[config.mk]
export PLATFORM = sky130hd
export DESIGN_NAME = display_scan
export DESIGN_NICKNAME = d
export VERILOG_FILES = /design/src/rtl/display_scan_pkg.sv /design/src/rtl/bin2bcd_seq.sv /design/src/rtl/display_scan.sv
export SDC_FILE = /design/constraint.sdc
export NUM_CORES = 1
export LEC_CHECK = 0
export CAP_MARGIN = 10
export CORE_MARGIN = 5
export CORE_UTILIZATION = 40
export DETAILED_ROUTE_END_ITERATION = 8
export PLACE_DENSITY = 0.63
export RECOVER_POWER = 100
export SLEW_MARGIN = 20
export SYNTH_ARGS = -nofsm -noshare
export SYNTH_HDL_FRONTEND = slang
export SYNTH_SLANG_ARGS = --single-unit
[constraint.sdc]
create_clock -name clk -period 3 [get_ports clk]
set_input_delay 0.3 -clock clk [delete_from_list [all_inputs] [get_ports clk]]
set_output_delay 0.3 -clock clk [all_outputs]
set_load 0.005 [all_outputs]
[src/rtl/display_scan_pkg.sv]
// display_scan_pkg
// Shared definitions for the multiplexed 4-digit display driver:
//   - anode enable patterns (active-low, one digit lit at a time)
//   - BCD / binary widths and digit count
//   - conversion FSM state type
//   - helpers for anode rotation and the double-dabble adjust step
package display_scan_pkg;

    localparam logic [3:0] DIG0 = 4'b0111;
    localparam logic [3:0] DIG1 = 4'b1011;
    localparam logic [3:0] DIG2 = 4'b1101;
    localparam logic [3:0] DIG3 = 4'b1110;

    localparam int BCD_W      = 4;
    localparam int NUM_DIGITS = 4;
    localparam int BIN_W      = 14;
    localparam int SCRATCH_W  = BCD_W * NUM_DIGITS;

    typedef enum logic [1:0] {
        ST_IDLE  = 2'd0,
        ST_SHIFT = 2'd1,
        ST_DONE  = 2'd2
    } conv_state_e;

    // Next anode pattern in the rotation; anything unexpected recovers to DIG0
    // so only the four legal patterns can ever be produced.
    function automatic logic [3:0] next_anode(input logic [3:0] cur);
        logic [3:0] nxt;
        case (cur)
            DIG0:    nxt = DIG1;
            DIG1:    nxt = DIG2;
            DIG2:    nxt = DIG3;
            DIG3:    nxt = DIG0;
            default: nxt = DIG0;
        endcase
        return nxt;
    endfunction

    // Double-dabble correction: add 3 to every BCD nibble that is 5 or more,
    // so the following left shift carries correctly into the next digit.
    function automatic logic [SCRATCH_W-1:0] add3_nibbles(input logic [SCRATCH_W-1:0] s);
        logic [SCRATCH_W-1:0] r;
        logic [BCD_W-1:0]     nib;
        r = s;
        for (int i = 0; i < NUM_DIGITS; i++) begin
            nib = s[i*BCD_W +: BCD_W];
            if (nib >= 4'd5) begin
                r[i*BCD_W +: BCD_W] = nib + 4'd3;
            end else begin
                r[i*BCD_W +: BCD_W] = nib;
            end
        end
        return r;
    endfunction

endpackage

[src/rtl/bin2bcd_seq.sv]
// bin2bcd_seq
// Sequential shift-and-add-3 binary to BCD converter, one bit per clock.
//   clk   : system clock, rising edge
//   rst_n : asynchronous active-low reset
//   start : load strobe, honoured only when idle
//   bin   : 14-bit binary value (already saturated by the caller)
//   busy  : high from the cycle after start until the result is committed
//   done  : one-cycle pulse when bcd takes its new value
//   bcd   : committed digits, [3:0] thousands .. [15:12] units
module bin2bcd_seq
    import display_scan_pkg::*;
(
    input  logic                 clk,
    input  logic                 rst_n,
    input  logic                 start,
    input  logic [BIN_W-1:0]     bin,
    output logic                 busy,
    output logic                 done,
    output logic [SCRATCH_W-1:0] bcd
);

    localparam logic [3:0] LAST_STEP = 4'(BIN_W - 1);

    conv_state_e          state_q,   state_d;
    logic [3:0]           count_q,   count_d;
    logic [BIN_W-1:0]     bin_q,     bin_d;
    logic [SCRATCH_W-1:0] scratch_q, scratch_d;
    logic [SCRATCH_W-1:0] bcd_q,     bcd_d;
    logic                 done_q,    done_d;
    logic                 busy_q,    busy_d;
    logic [SCRATCH_W+BIN_W-1:0] shifted_s;

    // Next-state and datapath for the conversion FSM.
    always_comb begin
        state_d   = state_q;
        count_d   = count_q;
        bin_d     = bin_q;
        scratch_d = scratch_q;
        bcd_d     = bcd_q;
        done_d    = 1'b0;
        shifted_s = {add3_nibbles(scratch_q), bin_q} << 1;

        case (state_q)
            ST_IDLE: begin
                if (start) begin
                    bin_d     = bin;
                    scratch_d = '0;
                    count_d   = 4'd0;
                    state_d   = ST_SHIFT;
                end else begin
                    state_d   = ST_IDLE;
                end
            end
            ST_SHIFT: begin
                scratch_d = shifted_s[SCRATCH_W+BIN_W-1:BIN_W];
                bin_d     = shifted_s[BIN_W-1:0];
                if (count_q == LAST_STEP) begin
                    count_d = 4'd0;
                    state_d = ST_DONE;
                end else begin
                    count_d = count_q + 4'd1;
                    state_d = ST_SHIFT;
                end
            end
            ST_DONE: begin
                // Scratch holds thousands in the top nibble; the output wants
                // thousands in the bottom nibble, so the digit order is reversed.
                bcd_d   = {scratch_q[3:0], scratch_q[7:4], scratch_q[11:8], scratch_q[15:12]};
                done_d  = 1'b1;
                state_d = ST_IDLE;
            end
            default: begin
                state_d = ST_IDLE;
            end
        endcase

        busy_d = (state_d != ST_IDLE);
    end

    // Conversion state and output registers.
    always_ff @(posedge clk or negedge rst_n) begin
        if (!rst_n) begin
            state_q   <= ST_IDLE;
            count_q   <= 4'd0;
            bin_q     <= '0;
            scratch_q <= '0;
            bcd_q     <= '0;
            done_q    <= 1'b0;
            busy_q    <= 1'b0;
        end else begin
            state_q   <= state_d;
            count_q   <= count_d;
            bin_q     <= bin_d;
            scratch_q <= scratch_d;
            bcd_q     <= bcd_d;
            done_q    <= done_d;
            busy_q    <= busy_d;
        end
    end

    assign busy = busy_q;
    assign done = done_q;
    assign bcd  = bcd_q;

endmodule

[src/rtl/display_scan.sv]
// display_scan
// Four-digit multiplexed display driver: converts a saturated binary score to
// BCD and continuously rotates the active-low anode enables.
//   clk     : system clock, rising edge
//   rst_n   : asynchronous active-low reset
//   valor   : 14-bit binary score
//   cargar  : one-cycle load strobe, ignored while a conversion is running
//   ocupado : conversion in progress
//   listo   : one-cycle pulse when bcd is updated
//   bcd     : [3:0] thousands, [7:4] hundreds, [11:8] tens, [15:12] units
//   anodos  : active-low digit enable, exactly one bit low
module display_scan
    import display_scan_pkg::*;
#(
    parameter int unsigned PRESCALE = 50000,
    parameter int unsigned MAXVAL   = 9999
) (
    input  logic                 clk,
    input  logic                 rst_n,
    input  logic [BIN_W-1:0]     valor,
    input  logic                 cargar,
    output logic                 ocupado,
    output logic                 listo,
    output logic [SCRATCH_W-1:0] bcd,
    output logic [3:0]           anodos
);

    localparam logic [19:0]      PRE_LAST = 20'(PRESCALE - 1);
    localparam logic [BIN_W-1:0] MAX_BIN  = BIN_W'(MAXVAL);

    logic [BIN_W-1:0] valor_sat_s;
    logic [19:0]      cnt_q,    cnt_d;
    logic [3:0]       anodos_q, anodos_d;

    // Clamp the incoming score to the display ceiling.
    always_comb begin
        if (valor > MAX_BIN) begin
            valor_sat_s = MAX_BIN;
        end else begin
            valor_sat_s = valor;
        end
    end

    // Free-running prescaler; anodes advance on each wrap.
    always_comb begin
        if (cnt_q == PRE_LAST) begin
            cnt_d    = 20'd0;
            anodos_d = next_anode(anodos_q);
        end else begin
            cnt_d    = cnt_q + 20'd1;
            anodos_d = anodos_q;
        end
    end

    // Scan counter and anode register.
    always_ff @(posedge clk or negedge rst_n) begin
        if (!rst_n) begin
            cnt_q    <= 20'd0;
            anodos_q <= DIG0;
        end else begin
            cnt_q    <= cnt_d;
            anodos_q <= anodos_d;
        end
    end

    assign anodos = anodos_q;

    bin2bcd_seq u_conv (
        .clk   (clk),
        .rst_n (rst_n),
        .start (cargar),
        .bin   (valor_sat_s),
        .busy  (ocupado),
        .done  (listo),
        .bcd   (bcd)
    );

endmodule

# == Yosys cells after proc, flatten, opt, wreduce, memory -nomap -nowiden ==
# Index checks and enable logic that the tools add are counted.
# op_classes
n_addsub,6
n_mul,0
div_mod_pow,0
magnitude_cmp,5
n_eq_ne,8
shift,0
n_mux,18
n_bitwise,0
reduce_logical,4
# op_table
op,n
16-bit case mux with 2 select lines,1
14-bit two-way mux,2
14-bit case mux with 2 select lines,1
20-bit by 1-bit adder with 20-bit output (second input constant),1
20-bit by 16-bit == test with 1-bit output (second input constant),1
20-bit two-way mux,1
4-bit two-way mux,5
4-bit by 3-bit greater-or-equal comparator with 1-bit output (second input constant),4
16-bit two-way mux,1
14-bit greater-than comparator (second input constant),1
4-bit by 2-bit adder with 4-bit output (second input constant),3
4-bit == test (second input constant),3
4-bit case mux with 3 select lines,1
4-bit case mux with 2 select lines,1
4-bit by 1-bit adder with 4-bit output (second input constant),1
4-bit by 3-bit == test with 1-bit output (second input constant),1
2-bit case mux with 2 select lines,1
2-bit nonzero test,2
3-bit by 2-bit adder with 3-bit output (second input constant),1
3-bit two-way mux,1
2-bit by 1-bit == test with 1-bit output (second input constant),1
2-bit == test (second input constant),1
2-bit logical NOT,1
1-bit two-way mux,2
3 further kinds,3
# totals
ff_bits,78
latchBits,0
ramBits,0
rom_bits,0
in_bits,17
out_inout_bits,22
elab_cells,50
n_memories,0

# == Depth between registers and ports, before layout ==
# Gate-level depths: netlist of run 1.
# depth
depth_word,4
depth_mapped,6
depth_no_buf,6

# == Modules after synthesis ==
# From an unflattened synthesis of run 1, not the netlist that was laid out.
# hier_totals
cells_unflattened,367
hier_area_um2,3844.9
# by_module_without_submodules
module,n_inst,cells_per_inst,area_each_um2,seq_area_each_um2
bin2bcd_seq,1,244,2588.7,1351.3
display_scan,1,123,1256.2,604.3

# == Worst setup path after synthesis of run 1 ==
# OpenSTA, ideal clock, no wires.
# synth_timing
path_kind,reg-to-reg
from,reg cnt_q[0]
to,"reg anodos_q[0], in the netlist anodos[0]"
setup_ns,0.085
arrival_ns,1.446
required_time_ns,2.915
path_slack_ns,1.470
stages_incl_launch_ff,6
n_path_buf,0
synth_period_minus_slack_ns,1.530
cell_sequence,dfrtp_1 -> ha_1 -> and3_1 -> and3_1 -> and2_4 -> mux2_1
# synth_via
elab_chain_len,1
# synth_lines
item,line_no,rtl
start: declaration,display_scan.sv:32,"logic [19:0] cnt_q, cnt_d;"
start signal: assignment,display_scan.sv:61,cnt_q <= cnt_d;
20-bit by 16-bit == test with 1-bit output,display_scan.sv:46,if (cnt_q == PRE_LAST) begin
end signal: assignment,display_scan.sv:62,anodos_q <= anodos_d;
end: declaration,display_scan.sv:33,"logic [3:0] anodos_q, anodos_d;"
# Every way passes these cells.
# A chain may end at the register's enable or synchronous reset.

# == Final worst setup path of run 1 ==
# layout_timing
from,reg cnt_q[5]
to,"reg anodos_q[1], in the netlist anodos[1]"
# The elaborated chain is that of the path after synthesis.

==> results of run 1 <==
[state kept, by name, indices dropped and copies added (netlist names)]
| signal | flops |
|---|---|
| anodos | 4 |
| cnt_q | 20 |
| u_conv.bcd | 16 |
| u_conv.bin_q | 14 |
| u_conv.busy | 1 |
| u_conv.count_q | 4 |
| u_conv.done | 1 |
| u_conv.scratch_q | 16 |
| u_conv.state_q | 2 |
[layout make-up]
type                            instances  share of cell area, %
Inverter                               18                   1.57
Clock buffer                            9                   2.87
Clock inverter                          7                   2.20
Sequential cell                        78                   45.3
Tap cell                              108                   3.13
Multi-Input combinational cell        221                   35.1
Timing Repair Buffer                   43                   9.80
[placed cells by master (no fill, tap or decap), types with 15 or more instances in the layout]
master,synthesis,layout
nor2_1,15,15
xnor2_1,16,16
dlygate4sd3_1,0,21
inv_1,17,18
dfrtp_1,75,75
clkdlybuf4s50_1,0,17
nand2_1,29,29
o21ai_0,24,31
[power groups by stage]
stage	Combinational (W)	Sequential, W	Clock, W
after floorplan	0.000813	0.00149	0
after global placement	0.00109	0.00153	0
after detailed placement	0.00113	0.00154	0
after CTS	0.00113	0.00152	0.000895
after global routing	0.00124	0.00156	0.000940
final	0.00107	0.00152	0.000868
[worst min path at each step]
stage | to | depth (start not counted) | slack (ps) | start
after floorplan | anodos[3] | 0 | 4 | rst_n
after global placement | u_conv.bcd[4] | 2 | 460 | u_conv.bcd[4]
after detailed placement | cnt_q[19] | 1 | 470 | cnt_q[19]
after CTS | u_conv.bin_q[11] | 1 | 140 | rst_n
after global routing | cnt_q[19] | 1 | 510 | cnt_q[19]
final | u_conv.bcd[4] | 2 | 470 | u_conv.bcd[4]
[timing repair]
item                      4_1_cts  5_1_grt
hold buffers                    0        1
hold endpoints to repair        0       25
gates resized for setup         0        0
[logic make-up (layout without fill, tap and decap cells)]
| logic type | count (synthesis) | in the layout | synth area share (%) |
|---|---|---|---|
| flip-flops | 78 | 78 | 54.0 |
| AO/OA/AOI/OAI | 75 | 75 | 13.1 |
| buffers and inverters | 30 | 77 | 3.52 |
| multiplexers | 14 | 14 | 4.32 |
| XOR/XNOR | 25 | 25 | 6.05 |
| adder cells (fa/ha/maj) | 11 | 11 | 3.80 |
| AND/OR/NAND/NOR | 96 | 96 | 15.2 |
[metal layers]
metal  global-route usage (%)  vias up  part of all wire [%]
li1                         -     1262                     -
met1                     17.6     1259                    47
met2                     20.1       47                    47
met3                     3.51       12                   4.4
met4                     4.93        0                   1.5
met5                        0        -                     0
[metrics by stage]
stage / util (%) / cell area (um2) / worst slack (ps)
3_3_place_gp: 46.7 / 4100 / 1030
6_report: 49.2 / 4310 / 865
4_1_cts: 49.2 / 4320 / 1120
2_1_floorplan: - / 3620 / 1470
5_1_grt: 49.2 / 4310 / 692
3_5_place_dp: 46.7 / 4100 / 961
[worst reg2reg max path: stages, from the launching register on]
cell and delay, ps:
dfrtp_1 470, nor4_1 380, and3_1 270, and2_0 570
mux2_1 390
==> impl_metrics.py, run 1 <==
metrics = {
    "detailed_routing": {
        "ant_nets": 0,
        "avgRoutedWirePerCell_um": 14.1,
        "first_pass_iters": 6,
        "drtIter0Drc": 101,
        "route.detailed.drc": 0,
        "dr_total_vias": 2580,
        "via_per_inst": 5.33,
        "routed_wirelength_um": 6800,
    },
    "clocking": {
        "clockBufferDepth": 2,
        "root_buffer": "clkbuf_8",
        "path_clk_slew_ps": 80,
        "cts_inserted_buffers": 9,
        "insertion_delay_ps": 340,
        "cts_tree": "built",
        "clkSinkCount": 78,
        "htree_levels": 3,
        "post_cts_buffers": 0,
    },
    "sta": {
        "setup_viol": 0,
        "fin_crit_ps": 2130,
        "grt_setup_unrepaired": "no",
        "min_period_over_period_pct": 71.2,
        "slew_headroom_pct": -1.58,
        "clock.fmax_mhz": 468,
        "timing.final.hold_violations": 0,
        "setup_tns_ps": 0,
        "tightest_slew_ps": 1520,
        "slew_viol_final": 26,
        "final.setup_skew_ps": 8.42,
        "hold_slack_ps": 474,
    },
    "synth": {
        "synthesis.nets": 357,
        "ys_seq_area_share_pct": 54.0,
        "avgSynthCellArea_um2": 11.0,
        "synth_top_area_share_pct": 51.8,
        "ys.flop_type": "dfrtp_1",
        "netlist_area_um2": 3620,
        "async_flop_share_pct": 100,
        "synth-seq-cells": 78,
        "yosysWarnings": 0,
        "syn_inst": 329,
        "ys_top_cells_by_count": "dfrtp_1, nand2_1, o21ai_0, inv_1, xnor2_1",
        "ys_types": 47,
        "synth_top_area_cell": "dfrtp_1",
        "synthTopCellsByArea": "dfrtp_1, xnor2_1, ha_1",
        "synth_most_common_cell": "dfrtp_1",
        "synth-edff-count": 0,
    },
    "min_path": {
        "hp-class": "reg2reg",
    },
    "pwr": {
        "swShare_pct": 33.0,
        "pwr-share-seq_pct": 43.9,
        "total_power_w": 0.00346,
        "power_density_nw_per_um2": 802,
        "peakVddDrop_uv": 302,
        "p_leak_nw": 1.93,
        "comb_power_share_pct": 31.0,
        "power.share.clock_pct": 25.1,
        "p_int_w": 0.00232,
        "switchingPower_w": 0.00114,
    },
    "setup_path": {
        "crit_path_start": "cnt_q[5]",
        "worst_r2r_path_depth": 4,
        "rr_endpoint": "anodos[1]",
        "cp.arrival_ps": 2410,
        "endpoint_kind": "flip-flop",
        "slowest_stage": "and2_0",
        "crit_chain": "nor4_1, and3_1, and2_0, mux2_1",
        "crit_buf_inv": 0,
        "critPathMaxStageDelay_ps": 570,
        "crit_fanout": 13,
        "timing.rr.start": "cnt_q[5]",
        "critPathRequiredTime_ps": 3270,
        "start_kind": "flip-flop",
        "crit_family": "simple AND/OR/NAND/NOR gates",
        "reg2reg_slack_ps": 870,
        "cp.depth": 4,
        "crit_type": "reg2reg",
        "cp-endpoint": "anodos[1]",
    },
    "layout": {
        "nFillCells": 816,
        "area_delta_synth_final_pct": 19.1,
        "multi_input_area_um2": 1510,
        "regArea_um2": 1960,
        "drive_gt1_share_pct": 8.78,
        "nets": 399,
        "n_antenna_cell": 0,
        "final_cells": 484,
    },
    "global_route": {
        "grt.overflow.total": 0,
        "grt_pass1_vias": 2587,
        "grt_pass1_wl_um": 12000,
        "grt_usage_pct": 13.0,
        "antenna_found_initial": 0,
        "grt_max_degree": 79,
    },
    "floorplanning": {
        "io-pin-count": 39,
        "die_w_um": 105,
        "rows": 34,
        "core_um2": 8760,
        "die_h_um": 105,
        "start_util_pct": 41.3,
        "fp.dieArea_um2": 11100,
    },
    "outcome": {
        "status": "finished, violations left",
        "violations": "capacitance limit, slew limit",
    },
    "placed_design": {
        "place_congestion": 0.809,
        "placed_cells": 466,
        "dpl.hpwl_um": 4710,
        "io_buffers": 38,
    },
    "job": {
        "cap_violations": 1,
    },
}
No activity file was read; power rests on OpenSTA's default activity.
==> run 2: changes to the inputs <==
==> constraint.sdc (replaced) <==
create_clock -name clk -period 2 [get_ports clk]
set_input_delay 0.2 -clock clk [delete_from_list [all_inputs] [get_ports clk]]
set_output_delay 0.2 -clock clk [all_outputs]
set_load 0.005 [all_outputs]
==> impl_metrics.py, run 2 (synthesized netlist as in run 1, its figures left out) <==
metrics = {
    "outcome": {
        "status": "complete, no violations",
    },
    "setup_path": {
        "start_kind": "flip-flop",
        "rr_endpoint": "u_conv.bin_q[2]",
        "crit_fanout": 13,
        "crit_type": "reg2reg",
        "critPathRequiredTime_ps": 2210,
        "endpoint_kind": "flip-flop",
        "reg2reg_slack_ps": 180,
        "timing.rr.start": "u_conv.state_q[0]",
        "worst_r2r_path_depth": 5,
        "cp.arrival_ps": 2030,
    },
    "floorplanning": {
        "rows": 34,
        "die_h_um": 105,
        "start_util_pct": 41.3,
        "die_w_um": 105,
        "core_um2": 8760,
        "io-pin-count": 39,
        "fp.dieArea_um2": 11100,
    },
    "layout": {
        "final_cell_mix": "dfrtp_1, nand2_1, o21ai_0, dlygate4sd3_1, inv_1",
        "drive_gt1_share_pct": 9.19,
        "nFillCells": 830,
        "largest_register": "cnt_q",
        "largest_reg_flops": 20,
        "regArea_um2": 1960,
        "n_antenna_cell": 0,
        "final_common_cell": "dfrtp_1",
        "multi_input_area_um2": 1520,
        "area_delta_synth_final_pct": 19.0,
        "nets": 404,
    },
    "detailed_routing": {
        "first_pass_iters": 5,
        "drtIter0Drc": 108,
        "avgRoutedWirePerCell_um": 14.4,
        "via_per_inst": 5.25,
        "routed_wirelength_um": 7030,
        "ant_nets": 0,
        "dr_total_vias": 2568,
        "route.detailed.drc": 0,
    },
    "global_route": {
        "antenna_found_initial": 0,
        "grt.overflow.total": 0,
        "grt_pass1_vias": 2613,
        "grt_usage_pct": 13.8,
        "grt_max_degree": 47,
        "grt_pass1_wl_um": 12600,
    },
    "placed_design": {
        "place_congestion": 0.743,
        "dpl.hpwl_um": 4890,
        "io_buffers": 38,
    },
    "sta": {
        "setup_tns_ps": 0,
        "final.setup_skew_ps": 7.40,
        "grt_setup_unrepaired": "no",
        "tightest_slew_ps": 850,
        "min_period_over_period_pct": 90.9,
        "timing.final.hold_violations": 0,
        "clock.fmax_mhz": 550,
        "fin_crit_ps": 1820,
        "slew_viol_final": 0,
        "setup_viol": 0,
        "slew_headroom_pct": 43.4,
    },
    "clocking": {
        "path_clk_slew_ps": 70,
        "cts_inserted_buffers": 9,
        "insertion_delay_ps": 340,
        "clockBufferDepth": 2,
        "cts_resized": 0,
        "htree_levels": 3,
        "root_buffer": "clkbuf_8",
        "clkSinkCount": 78,
        "cts_tree": "built",
    },
    "pwr": {
        "power_density_nw_per_um2": 1170,
        "total_power_w": 0.00506,
        "peakVddDrop_uv": 453,
        "p_leak_nw": 1.94,
    },
    "min_path": {
        "hold_end": "cnt_q[19]",
        "hp-start": "cnt_q[19]",
        "hp-class": "reg2reg",
        "holdPathStages": 1,
    },
    "job": {
        "cap_violations": 0,
    },
}
==> run 2: power breakdown <==
part           internal (W)  switching [W]
clock network      0.000612       0.000530
registers           0.00198       0.000290
logic              0.000816       0.000829
==> run 2: timing repair <==
action / in CTS / in global routing
hold buffers: 1 / 0
endpoints found under the hold margin: 32 / 0
setup buffers: 0 / 0
==> run 2: stage by stage <==
| step | cell area [um2] | hold slack [ps] | utilization [%] | std cells | setup slack (ps) |
|---|---|---|---|---|---|
| floorplan | 3620 | -95.6 | - | 329 | 470 |
| global placement | 4150 | 177 | 47.4 | 472 | 194 |
| detailed placement | 4150 | 176 | 47.4 | 472 | 179 |
| CTS | 4350 | 337 | 49.7 | 489 | 271 |
| global route | 4310 | 500 | 49.2 | 489 | 23.6 |
| finish | 4310 | 478 | 49.2 | 489 | 181 |
==> run 2: cell type report <==
cell class                      count  share of cell area (%)
Inverter                           18                    1.57
Clock buffer                       14                    3.54
Sequential cell                    78                    45.4
Multi-Input combinational cell    221                    35.2
Tap cell                          108                    3.14
Timing Repair Buffer               48                    10.4
Clock inverter                      2                   0.813
==> run 2: how the worst max path moves through the flow <==
stage / from / endpoint / slack, ps / cells past startpoint
after global placement: valor[6] / u_conv.bin_q[1] / 190 / 5
after detailed placement: valor[6] / u_conv.bin_q[1] / 180 / 5
final: u_conv.state_q[0] / u_conv.bin_q[2] / 180 / 5
after floorplan: cnt_q[0] / anodos[1] / 470 / 5
after CTS: cnt_q[4] / anodos[0] / 270 / 4
after global routing: u_conv.scratch_q[4] / u_conv.scratch_q[6] / 20 / 6
==> run 2: routing by layer <==
layer	track usage, %	up-vias	wire length, um
met4	5.75	0	132
met2	21.0	46	3180
li1	-	1272	-
met1	19.1	1239	3380
met5	0	-	0
met3	3.02	11	328
==> run 2: worst max-delay path, stage by stage (launching register included) <==
cell and delay (ps):
dfrtp_1 450, nor2_1 120, or2_0 250, clkbuf_1 480
buf_4 280, o21ai_0 110
==> run 3: changes to the inputs <==
--- a/config.mk
+++ b/config.mk
@@ -9,6 +9,7 @@
 export CORE_MARGIN = 5
 export CORE_UTILIZATION = 40
 export DETAILED_ROUTE_END_ITERATION = 8
+export MAX_ROUTING_LAYER = met4
 export PLACE_DENSITY = 0.63
 export RECOVER_POWER = 100
 export SLEW_MARGIN = 20
==> impl_metrics.py, run 3 (synthesized netlist as in run 1, its figures left out) <==
metrics = {
    "clocking": {
        "cts_tree": "built",
        "root_buffer": "clkbuf_8",
        "post_cts_buffers": 0,
        "insertion_delay_ps": 340,
        "clockBufferDepth": 2,
        "path_clk_slew_ps": 70,
        "cts_inserted_buffers": 9,
        "htree_levels": 3,
        "cts_resized": 0,
        "clkSinkCount": 78,
        "postCtsHoldBufs": 1,
    },
    "global_route": {
        "grt_max_degree": 47,
        "grt_usage_pct": 14.2,
        "grt_pass1_vias": 2615,
        "grt.overflow.total": 0,
        "antenna_found_initial": 0,
        "grt_pass1_wl_um": 12600,
    },
    "detailed_routing": {
        "avgRoutedWirePerCell_um": 14.3,
        "dr_total_vias": 2564,
        "drtIter0Drc": 114,
        "routed_wirelength_um": 7010,
        "route.detailed.drc": 0,
        "via_per_inst": 5.24,
        "ant_nets": 0,
        "first_pass_iters": 5,
    },
    "placed_design": {
        "io_buffers": 38,
        "dpl.hpwl_um": 4890,
        "place_congestion": 0.752,
    },
    "layout": {
        "nFillCells": 830,
        "final_cell_mix": "dfrtp_1, nand2_1, o21ai_0, dlygate4sd3_1, inv_1",
        "regArea_um2": 1960,
        "multi_input_area_um2": 1520,
        "largest_register": "cnt_q",
        "drive_gt1_share_pct": 9.19,
        "largest_reg_flops": 20,
        "n_antenna_cell": 0,
        "final_common_cell": "dfrtp_1",
        "area_delta_synth_final_pct": 19.0,
        "nets": 404,
    },
    "setup_path": {
        "crit_fanout": 13,
        "critPathRequiredTime_ps": 2210,
        "crit_chain": "nor2_1, or2_0, clkbuf_1, buf_4, o21ai_0",
        "rr_endpoint": "u_conv.bin_q[2]",
        "cp.arrival_ps": 2030,
        "critPathMaxStageDelay_ps": 480,
        "start_kind": "flip-flop",
        "crit_path_start": "u_conv.state_q[0]",
        "cp-endpoint": "u_conv.bin_q[2]",
        "worst_r2r_path_depth": 5,
        "crit_type": "reg2reg",
        "timing.rr.start": "u_conv.state_q[0]",
        "endpoint_kind": "flip-flop",
        "reg2reg_slack_ps": 180,
        "slowest_stage": "clkbuf_1",
    },
    "floorplanning": {
        "die_w_um": 105,
        "fp.dieArea_um2": 11100,
        "die_h_um": 105,
        "core_um2": 8760,
        "rows": 34,
        "io-pin-count": 39,
        "start_util_pct": 41.3,
    },
    "sta": {
        "final.setup_skew_ps": 6.66,
        "hold_slack_ps": 478,
        "min_period_over_period_pct": 90.9,
        "fin_crit_ps": 1820,
        "clock.fmax_mhz": 550,
        "timing.final.hold_violations": 0,
        "tightest_slew_ps": 849,
        "grt_setup_unrepaired": "no",
        "slew_headroom_pct": 43.4,
        "setup_viol": 0,
        "slew_viol_final": 0,
        "setup_tns_ps": 0,
    },
    "pwr": {
        "power_density_nw_per_um2": 1170,
        "peakVddDrop_uv": 457,
        "p_leak_nw": 1.94,
    },
    "job": {
        "cap_violations": 0,
    },
    "min_path": {
        "hp-class": "reg2reg",
    },
    "outcome": {
        "status": "complete, no violations",
    },
}
## run 3: cell counts in the layout (fill, tap and decap cells not counted)
Identical to the previous run, type by type.
## run 3: worst min-delay path by stage
stage | start | to | slack, ps | cells after the start
final | cnt_q[19] | cnt_q[19] | 480 | 1
after global routing | cnt_q[19] | cnt_q[19] | 500 | 1
after CTS | rst_n | u_conv.bin_q[13] | 340 | 2
after detailed placement | rst_n | u_conv.bin_q[13] | 180 | 1
after global placement | rst_n | u_conv.bin_q[12] | 180 | 1
after floorplan | rst_n | anodos[3] | -100 | 0
## run 3: power breakdown
part	internal (W)	total (W)	switching, W	leakage (nW)
registers	0.00198	0.00227	0.000289	0.992
logic	0.000816	0.00165	0.000833	0.852
clock network	0.000612	0.00114	0.000527	0.0947
## run 3: critical path: cells and delay by family (launching register included)
kind	cells	cell delay [ps]
flip-flops	1	450
AND/OR/NAND/NOR	2	370
buffers and inverters	2	760
AO/OA/AOI/OAI	1	110
## run 3: metrics by stage
| stage | area [um2] | cells | utilization, % | total power, W | setup WS, ps |
|---|---|---|---|---|---|
| floorplan | 3620 | 329 | - | 0.00346 | 470 |
| global placement | 4150 | 472 | 47.4 | 0.00398 | 194 |
| detailed placement | 4150 | 472 | 47.4 | 0.00403 | 179 |
| CTS | 4350 | 489 | 49.7 | 0.00519 | 271 |
| global route | 4310 | 489 | 49.2 | 0.00547 | 23.6 |
| finish | 4310 | 489 | 49.2 | 0.00506 | 181 |
## run 3: routing by layer
metal  vias to the layer above  global-route usage, %  routed length [um]
li1                       1272                      -                   -
met1                      1236                   19.1                3370
met2                        44                   21.0                3200
met3                        12                   2.90                 310
met4                         0                   5.75                 128
met5                         -                      -                   0
## run 3: cell type report
class                           count  area share [%]
Sequential cell                    78            45.4
Inverter                           18            1.57
Multi-Input combinational cell    221            35.2
Clock inverter                      2           0.813
Tap cell                          108            3.14
Clock buffer                       14            3.54
Timing Repair Buffer               48            10.4
